--- src/rtl/dlk_pcm_sequencer.sv ---
// AGC digital downlink sequencer: DKSTRT/DKBSNC/DKEND strobe train generation
// and DKDATA word-pair capture onto a valid/ready port.
module dlk_pcm_sequencer #(
  parameter int unsigned DIV_LEN     = 21,
  parameter int unsigned PULSE_LEN   = 4,
  parameter int unsigned NBITS       = 40,
  parameter int unsigned FRAME_SLOTS = 1024
) (
  input  logic             SIM_CLK,
  input  logic             SIM_RST,
  input  logic             CLK,
  input  logic             DKDATA,
  input  logic             enable,
  output logic             DKSTRT,
  output logic             DKBSNC,
  output logic             DKEND,
  output logic [NBITS-1:0] dl_word,
  output logic             dl_valid,
  input  logic             dl_ready,
  output logic             dl_overrun,
  output logic [15:0]      frame_cnt
);
  localparam int unsigned DW = (DIV_LEN > 1) ? $clog2(DIV_LEN) : 1;
  localparam int unsigned SW = (FRAME_SLOTS > 1) ? $clog2(FRAME_SLOTS) : 1;

  typedef enum logic [2:0] {S_IDLE, S_START, S_BITS, S_END, S_GAP} state_t;

  state_t          r_state, w_state_nxt;
  logic [DW-1:0]   r_div, w_div_nxt;
  logic [SW-1:0]   r_slot, w_slot_nxt, w_slot_inc;
  logic            r_clk_s1, r_clk_s2, r_clk_s3;
  logic            r_dk_s1, r_dk_s2;
  logic            w_ce, w_sample;
  logic            w_strt_nxt, w_bsnc_nxt, w_end_nxt;
  logic            r_strt, r_bsnc, r_end;
  logic [NBITS-1:0] r_shift, r_word;
  logic            r_valid, r_overrun;
  logic [15:0]     r_cnt;

  always_ff @(posedge SIM_CLK) begin
    if (SIM_RST) begin
      r_clk_s1 <= 1'b0;
      r_clk_s2 <= 1'b0;
      r_clk_s3 <= 1'b0;
      r_dk_s1  <= 1'b0;
      r_dk_s2  <= 1'b0;
    end else begin
      r_clk_s1 <= CLK;
      r_clk_s2 <= r_clk_s1;
      r_clk_s3 <= r_clk_s2;
      r_dk_s1  <= DKDATA;
      r_dk_s2  <= r_dk_s1;
    end
  end

  assign w_ce       = r_clk_s2 & ~r_clk_s3;
  assign w_slot_inc = r_slot + SW'(1);

  always_ff @(posedge SIM_CLK) begin
    if (SIM_RST) begin
      r_state <= S_IDLE;
      r_div   <= '0;
      r_slot  <= '0;
    end else begin
      r_state <= w_state_nxt;
      r_div   <= w_div_nxt;
      r_slot  <= w_slot_nxt;
    end
  end

  always_comb begin
    w_state_nxt = r_state;
    w_div_nxt   = r_div;
    w_slot_nxt  = r_slot;
    if (w_ce) begin
      if (r_state == S_IDLE) begin
        if (enable) begin
          w_state_nxt = S_START;
          w_div_nxt   = '0;
          w_slot_nxt  = '0;
        end
      end else if (r_div == DW'(DIV_LEN - 1)) begin
        w_div_nxt = '0;
        if (r_slot == SW'(FRAME_SLOTS - 1)) begin
          w_slot_nxt  = '0;
          w_state_nxt = enable ? S_START : S_IDLE;
        end else begin
          w_slot_nxt = w_slot_inc;
          if (w_slot_inc == SW'(1))              w_state_nxt = S_BITS;
          else if (w_slot_inc == SW'(NBITS + 1)) w_state_nxt = S_END;
          else if (w_slot_inc == SW'(NBITS + 2)) w_state_nxt = S_GAP;
        end
      end else begin
        w_div_nxt = r_div + DW'(1);
      end
    end
  end

  // Strobes are derived from the next state so the registered outputs line up with the slot/div they belong to.
  always_comb begin
    w_strt_nxt = 1'b0;
    w_bsnc_nxt = 1'b0;
    w_end_nxt  = 1'b0;
    if (w_div_nxt < DW'(PULSE_LEN)) begin
      w_strt_nxt = (w_state_nxt == S_START);
      w_bsnc_nxt = (w_state_nxt == S_BITS);
      w_end_nxt  = (w_state_nxt == S_END);
    end
  end

  always_ff @(posedge SIM_CLK) begin
    if (SIM_RST) begin
      r_strt <= 1'b0;
      r_bsnc <= 1'b0;
      r_end  <= 1'b0;
    end else begin
      r_strt <= w_strt_nxt;
      r_bsnc <= w_bsnc_nxt;
      r_end  <= w_end_nxt;
    end
  end

  assign w_sample = w_ce && (r_state != S_IDLE) && (r_div == DW'(PULSE_LEN - 1));

  always_ff @(posedge SIM_CLK) begin
    if (SIM_RST) begin
      r_shift   <= '0;
      r_word    <= '0;
      r_valid   <= 1'b0;
      r_overrun <= 1'b0;
      r_cnt     <= '0;
    end else begin
      if (w_sample && r_state == S_START) r_shift <= '0;
      else if (w_sample && r_state == S_BITS) r_shift <= {r_shift[NBITS-2:0], r_dk_s2};
      if (w_sample && r_state == S_END) begin
        if (!r_valid || dl_ready) begin
          r_word  <= r_shift;
          r_valid <= 1'b1;
          r_cnt   <= r_cnt + 16'd1;
        end else begin
          r_overrun <= 1'b1;
        end
      end else if (r_valid && dl_ready) begin
        r_valid <= 1'b0;
      end
    end
  end

  assign DKSTRT     = r_strt;
  assign DKBSNC     = r_bsnc;
  assign DKEND      = r_end;
  assign dl_word    = r_word;
  assign dl_valid   = r_valid;
  assign dl_overrun = r_overrun;
  assign frame_cnt  = r_cnt;
endmodule

--- config.mk ---
export PLATFORM = sky130hd
export DESIGN_NAME = dlk_pcm_sequencer
export DESIGN_NICKNAME = d
export VERILOG_FILES = /design/src/rtl/dlk_pcm_sequencer.sv
export SDC_FILE = /design/constraint.sdc
export NUM_CORES = 1
export LEC_CHECK = 0
export ABC_AREA = 1
export CAP_MARGIN = 40
export CORE_MARGIN = 1
export CORE_UTILIZATION = 49
export DETAILED_ROUTE_END_ITERATION = 8
export PLACE_DENSITY_LB_ADDON = 0.05
export SLEW_MARGIN = 20
export SYNTH_ARGS = -nofsm -noshare
export SYNTH_HDL_FRONTEND = slang
export SYNTH_SLANG_ARGS = --single-unit
--- constraint.sdc ---
create_clock -name SIM_CLK -period 1.8 [get_ports SIM_CLK]
set_input_delay 0.27 -clock SIM_CLK [delete_from_list [all_inputs] [get_ports SIM_CLK]]
set_output_delay 0.27 -clock SIM_CLK [all_outputs]
set_load 0.01 [all_outputs]
After elaboration in Yosys (flattened, before gate mapping)
Index checks and enable logic that the tools add are counted.
{"block": "op_classes", "addsub": 3, "magnitude_cmp": 1, "n_eq_ne": 14, "mux": 20, "bitwise_logic": 4, "reduce_logical": 18}
{"operator": "$mux 10", "count": 4}
{"operator": "$mux 3", "count": 8}
{"operator": "$eq 10x6->1 const B", "count": 2}
{"operator": "$mux 5", "count": 4}
{"operator": "$add 16x1->16 const B", "count": 1}
{"operator": "$eq 3x2->1 const B", "count": 4}
{"operator": "$add 10x1->10 const B", "count": 1}
{"operator": "$eq 10x1->1 const B", "count": 1}
{"operator": "$eq 10x10->1 const B", "count": 1}
{"operator": "$eq 3x1->1 const B", "count": 2}
{"operator": "$logic_and 1x1->1", "count": 6}
{"operator": "$reduce_and 2->1", "count": 3}
{"operator": "$add 5x1->5 const B", "count": 1}
{"operator": "$eq 5x2->1 const B", "count": 1}
{"operator": "$eq 5x5->1 const B", "count": 1}
{"operator": "$lt 5x3->1 const B", "count": 1}
{"operator": "$mux 1", "count": 4}
{"operator": "$reduce_bool 2->1", "count": 2}
{"operator": "$reduce_or 2->1", "count": 2}
{"operator": "$logic_not 3->1", "count": 1}
{"operator": "$not 1->1", "count": 3}
{"operator": "$reduce_and 3->1", "count": 1}
{"operator": "$reduce_bool 3->1", "count": 1}
{"operator": "$ne 2x1->1 const B", "count": 1}
{"operator": "other kinds (4)", "count": 4}
{"block": "totals", "ff_bits": 124, "in_bits": 6, "out_inout_bits": 61, "word_cells": 76}

Logic depth before layout (Yosys ltp)
{"block": "depth", "word_depth": 10, "mapped_depth": 17, "mapped_depth_nobuf": 17}

Worst setup path after synthesis
OpenSTA, ideal clock, no wires.
{"block": "synth_path", "path_type": "register to register", "startpoint": "reg r_slot[0]", "endpoint": "reg r_bsnc (netlist: DKBSNC)", "setup_time_ns": 0.114, "arrival_time_ns": 1.682, "required_time_ns": 1.686, "setup_slack_ns": 0.005, "stages_incl_launch_ff": 12, "n_path_buf": 0, "synth_period_minus_slack_ns": 1.795, "path_cell_list": "dfxtp_1 -> ha_1 -> nand2_1 -> inv_1 -> nand4_1 -> nor2_1 -> nor3_1 -> nand3_1 -> nand3_1 -> inv_1 -> nand2_1 -> nor2_1"}
{"block": "synth_via", "elab_chain_cells": 10, "word_cells_on_any_way": 13, "cone_classes": "1 x add/sub; 5 x eq/ne; 7 x mux"}
{"element": "from (decl)", "line_no": "30", "text": "logic [SW-1:0] r_slot, w_slot_nxt, w_slot_inc;"}
{"element": "from (signal assigned)", "line_no": "67", "text": "r_slot <= w_slot_nxt;"}
{"element": "$add 10x1->10", "line_no": "57", "text": "assign w_slot_inc = r_slot + SW'(1);"}
{"element": "$eq 10x6->1", "line_no": "91", "text": "else if (w_slot_inc == SW'(NBITS + 2)) w_state_nxt = S_GAP;"}
{"element": "$mux 3", "line_no": "91"}
{"element": "$mux 3", "line_no": "90", "text": "else if (w_slot_inc == SW'(NBITS + 1)) w_state_nxt = S_END;"}
{"element": "$mux 3", "line_no": "89", "text": "if (w_slot_inc == SW'(1)) w_state_nxt = S_BITS;"}
{"element": "$mux 3 (*)", "line_no": "84", "text": "if (r_slot == SW'(FRAME_SLOTS - 1)) begin"}
{"element": "$mux 3 (*)", "line_no": "82", "text": "end else if (r_div == DW'(DIV_LEN - 1)) begin"}
{"element": "$mux 3 (*)", "line_no": "76", "text": "if (r_state == S_IDLE) begin"}
{"element": "$mux 3 (*)", "line_no": "75", "text": "if (w_ce) begin"}
{"element": "$eq 3x2->1 (*)", "line_no": "106", "text": "w_bsnc_nxt = (w_state_nxt == S_BITS);"}
{"element": "to (signal assigned)", "line_no": "118", "text": "r_bsnc <= w_bsnc_nxt;"}
{"element": "to (decl)", "line_no": "35", "text": "logic r_strt, r_bsnc, r_end;"}
Every way passes the cells marked *; elsewhere a longest branch is shown, timed or not.
A chain may end at the register's enable or synchronous reset.

Worst setup path in the final report
{"block": "layout_path", "startpoint": "reg r_slot[2]", "endpoint": "reg r_end (netlist: DKEND)"}
{"block": "layout_via", "elab_chain_cells": 10, "word_cells_on_any_way": 13, "cone_classes": "1 x add/sub; 5 x eq/ne; 7 x mux"}
{"element": "$add 10x1->10", "line_no": "57"}
{"element": "$eq 10x6->1", "line_no": "91"}
{"element": "$mux 3", "line_no": "91"}
{"element": "$mux 3", "line_no": "90"}
{"element": "$mux 3", "line_no": "89"}
{"element": "$mux 3 (*)", "line_no": "84"}
{"element": "$mux 3 (*)", "line_no": "82"}
{"element": "$mux 3 (*)", "line_no": "76"}
{"element": "$mux 3 (*)", "line_no": "75"}
{"element": "$eq 3x2->1 (*)", "line_no": "107", "text": "w_end_nxt = (w_state_nxt == S_END);"}
{"element": "to (signal assigned)", "line_no": "119", "text": "r_end <= w_end_nxt;"}
{"element": "to (decl)", "line_no": "35"}
Marked as above.

==> impl_summary.txt <==
----------------------------------------------------
[Flow run]
  Max-Cap Viols ... 0

[Cells and area]
  Layout overhead on the synthesized area ... 42.0%
  Count of fill cells added during filler insertion ... 754
  Top library cells by usage in the layout, fill and taps aside ... sky130_fd_sc_hd__dfxtp_1 (106), sky130_fd_sc_hd__nand2_1 (96), sky130_fd_sc_hd__inv_1 (89)
  Cell area after layout ... 7240 um^2
  Multi-input logic area ... 2400 um^2
  Most common library cell in the layout ignoring fill and taps ... sky130_fd_sc_hd__dfxtp_1
  Area taken by flip-flops and latches ... 2510 um^2
  Number of diodes added for antenna fixing ... 0
  Total Nets Final ... 794
  Ratio of cells with drive above 1 in the final layout ... 19.5%

[Critical path]
  Number of cells traversed by the worst register-to-register path ... 15
  Timing endpoint of the critical path ... DKEND$_SDFF_PP0_
  End of the worst register-to-register path ... DKEND$_SDFF_PP0_
  CP Launch Point ... r_slot[2]$_SDFFE_PP0P_
  Critical path start-end classification ... register to register
  Kind of capture point of the worst setup path ... register
  Reg-to-reg critical path startpoint ... r_slot[2]$_SDFFE_PP0P_
  Data arrival time at the worst-slack endpoint ... 2.21 ns
  CP Launch Type ... register
  Required time worst endpoint ... 2.20 ns
  Slack of the worst reg-to-reg path ... -0.007 ns
  Crit Path Max Fanout ... 5

[STA]
  Final Hold Fails ... 0
  Summed negative setup slack over all endpoints ... -0.00680 ns
  Final number of max-transition violations ... 0
  Setup slack of the critical path after layout ... -0.00680 ns
  Fmax ... 553 MHz
  Slew Limit Headroom ... 60.5%
  Least-Margin Pin Slew ... 0.590 ns
  Post-route clock skew ... 0.0103 ns
  Final period demand of the worst path ... 1.81 ns
  Setup repair after global routing missed its margin ... yes
  Period Utilization, post-route ... 100%
  Final setup vio count ... 1

[Clock tree]
  Maximum clock path buffer count ... 2
  Post-CTS Hold Fix Bufs ... 0
  Clock-pin transition on the worst setup and hold timing paths ... 0.06 ns
  Clock Latency Late Sink ... 0.51 ns
  TritonCTS clock tree ... done
  Count of H-tree levels built during CTS ... 4
  Number of buffers created by CTS ... 17
  TritonCTS sink count ... 124
  Root Driver ... sky130_fd_sc_hd__clkbuf_8

[Run status]
  Violated checks ... negative setup slack
  Status ... finished with violations

[Worst hold path]
  Number of cells on the worst hold path ... 3
  Hold crit path type ... input pin to register

[Routing]
  Drc violations ... 0
  Detailed Route WL ... 13,200 um
  Routed wire length per instance ... 14.2 um
  Average vias per placed instance ... 5.23
  Total via count after detailed routing ... 4,855
  1st-pass router iterations ... 5
  1st-iter DRT viols ... 195
  Final antenna-violating net count ... 0

[Placed design]
  Detailed Place HPWL ... 7450 um
  Global placer's final weighted congestion ... 0.897
  Count of port buffers added during placement ... 66
  Area after detailed placement ... 6090 um^2

[Synthesis]
  Fraction of the yosys area taken by sequential cells ... 48.7%
  Number of distinct library cells after synthesis ... 28
  #FFs+latches synth ... 124
  Combined area of all synthesized cells ... 5100 um^2
  Net Count, Synth ... 686
  Number of cells produced by synthesis ... 674
  Mean post-synth cell area ... 7.57 um^2
  Total number of yosys warnings ... 0

[Floorplanning]
  Number of primary I/O pins ... 67
  Die outline width ... 104 um
  DIE AREA ... 10,800 um^2
  Core region area ... 9910 um^2
  Starting utilization of the core area ... 51.5%
  Die extent in y ... 104 um
  Floorplan row count ... 36

[Global routing]
  Largest net degree at the start of global routing ... 81
  Total congestion overflow after global routing ... 0
  Antenna violations before repair ... 0
  Global-route total usage across every layer ... 24.1%
  Number of global-route vias before repair ... 4,726
  Wire length of the first global-routing pass ... 21,400 um

[Pwr]
  Power per cell area ... 864 nW/um^2
  Leakage power total ... 2.83 nW
  Total Power ... 6.26 mW
  Peak VDD IR ... 0.692 mV

----------------------------------------------------
state kept, by name (all words and copies together), names as in the netlist, 2 cells and up, named ones only:
signal     flops
dl_word       40
r_shift       40
frame_cnt     16
r_slot        10
r_div          5
r_state        2
cells by family (layout without fill, tap and decap cells):
| group | count (synthesis) | count (layout) | synth area share (%) |
|---|---|---|---|
| AOI/OAI and AO/OA | 164 | 164 | 18.4 |
| xor gates and xnor gates | 11 | 11 | 1.89 |
| adders and majority gates | 6 | 6 | 1.47 |
| buffers and inverters | 123 | 243 | 9.27 |
| DFF | 124 | 124 | 48.7 |
| and+or+nand+nor | 246 | 247 | 20.3 |
cells in the mapped netlist:
library cell	count	area share [%]
sky130_fd_sc_hd__a31oi_1	1	0.12
sky130_fd_sc_hd__nor3b_1	1	0.15
sky130_fd_sc_hd__nor4_1	2	0.25
sky130_fd_sc_hd__nor3b_2	1	0.25
sky130_fd_sc_hd__xor2_1	7	1.2
sky130_fd_sc_hd__o21ai_0	50	4.9
sky130_fd_sc_hd__a21oi_1	67	6.6
sky130_fd_sc_hd__nand2_2	1	0.12
sky130_fd_sc_hd__nand3_1	24	2.4
sky130_fd_sc_hd__nor3_1	11	1.1
sky130_fd_sc_hd__inv_1	93	6.8
sky130_fd_sc_hd__clkbuf_1	21	1.5
sky130_fd_sc_hd__buf_2	9	0.88
sky130_fd_sc_hd__and3_1	1	0.12
sky130_fd_sc_hd__nor2_2	2	0.25
sky130_fd_sc_hd__nor3_4	1	0.32
sky130_fd_sc_hd__o21ai_1	1	0.098
sky130_fd_sc_hd__nand3b_1	2	0.29
sky130_fd_sc_hd__dfxtp_1	124	49
sky130_fd_sc_hd__nor2_1	86	6.3
sky130_fd_sc_hd__o21a_1	2	0.29
sky130_fd_sc_hd__a211oi_1	41	6.0
sky130_fd_sc_hd__a22o_1	1	0.17
sky130_fd_sc_hd__nand2_1	105	7.7
sky130_fd_sc_hd__nand4_1	9	1.1
sky130_fd_sc_hd__a32oi_1	1	0.17
sky130_fd_sc_hd__ha_1	6	1.5
sky130_fd_sc_hd__xnor2_1	4	0.69
worst min path at each step:
stage	endpoint	slack [ns]	from
6_report	r_clk_s1$_SDFF_PP0_	0.28	CLK
4_1_cts	r_dk_s1$_SDFF_PP0_	0.27	DKDATA
2_1_floorplan	r_clk_s1$_SDFF_PP0_	0.38	CLK
3_5_place_dp	r_clk_s2$_SDFF_PP0_	0.39	r_clk_s1$_SDFF_PP0_
5_1_grt	r_dk_s1$_SDFF_PP0_	0.28	DKDATA
3_3_place_gp	r_clk_s2$_SDFF_PP0_	0.39	r_clk_s1$_SDFF_PP0_
cell type report:
type | count | share of cell area [%]
clock buffers | 19 | 5.96
inverters | 93 | 4.85
flip-flops and latches | 124 | 34.7
clock inverters | 13 | 2.14
well taps | 133 | 2.30
multi-input cells | 428 | 33.1
repair buffers | 118 | 16.9
through the flow:
| stage | util (%) | hold WS (ns) | cells | worst slack, ns |
|---|---|---|---|---|
| floorplan | - | 0.377 | 674 | 0.00454 |
| global placement | 61.5 | 0.390 | 876 | -0.0934 |
| detailed placement | 61.5 | 0.394 | 876 | -0.195 |
| CTS | 71.4 | 0.267 | 925 | -0.0113 |
| global route | 73.1 | 0.276 | 928 | -0.164 |
| finish | 73.1 | 0.278 | 928 | -0.00680 |
critical path, stage by stage (launching register included):
cell,delay [ns]
sky130_fd_sc_hd__dfxtp_2,0.41
sky130_fd_sc_hd__nand2_1,0.11
sky130_fd_sc_hd__nor2_4,0.13
sky130_fd_sc_hd__nand2_1,0.07
sky130_fd_sc_hd__nand2_1,0.16
sky130_fd_sc_hd__nand3b_1,0.12
sky130_fd_sc_hd__nor2_1,0.09
sky130_fd_sc_hd__nand2_1,0.09
sky130_fd_sc_hd__nand2_1,0.08
sky130_fd_sc_hd__nand2_1,0.07
sky130_fd_sc_hd__nand2_1,0.08
sky130_fd_sc_hd__nand2_1,0.06
sky130_fd_sc_hd__nand2_2,0.10
sky130_fd_sc_hd__nor2_1,0.05
sky130_fd_sc_hd__nand2_1,0.05
sky130_fd_sc_hd__inv_1,0.03
timing repair:
item                                    4_1_cts  5_1_grt
endpoints found under the setup margin       65       73
resized for setup                            45       76
buffers inserted                             12        6
gates cloned                                  5        2
pin swaps                                     9       18
routing by layer:
metal | part of all wire (%) | global-route usage [%]
met1 | 44 | 28.4
met2 | 50 | 42.7
met3 | 4.0 | 5.45
met4 | 2.2 | 9.08
met5 | 0 | 0
power by group:
part,total (mW),switching (mW),internal (mW)
registers,2.75,0.00346,2.75
logic,0.117,0.0775,0.0399
clock network,3.39,1.35,2.04
total,6.26,1.43,4.83
No activity file was read; power rests on OpenSTA's default activity.
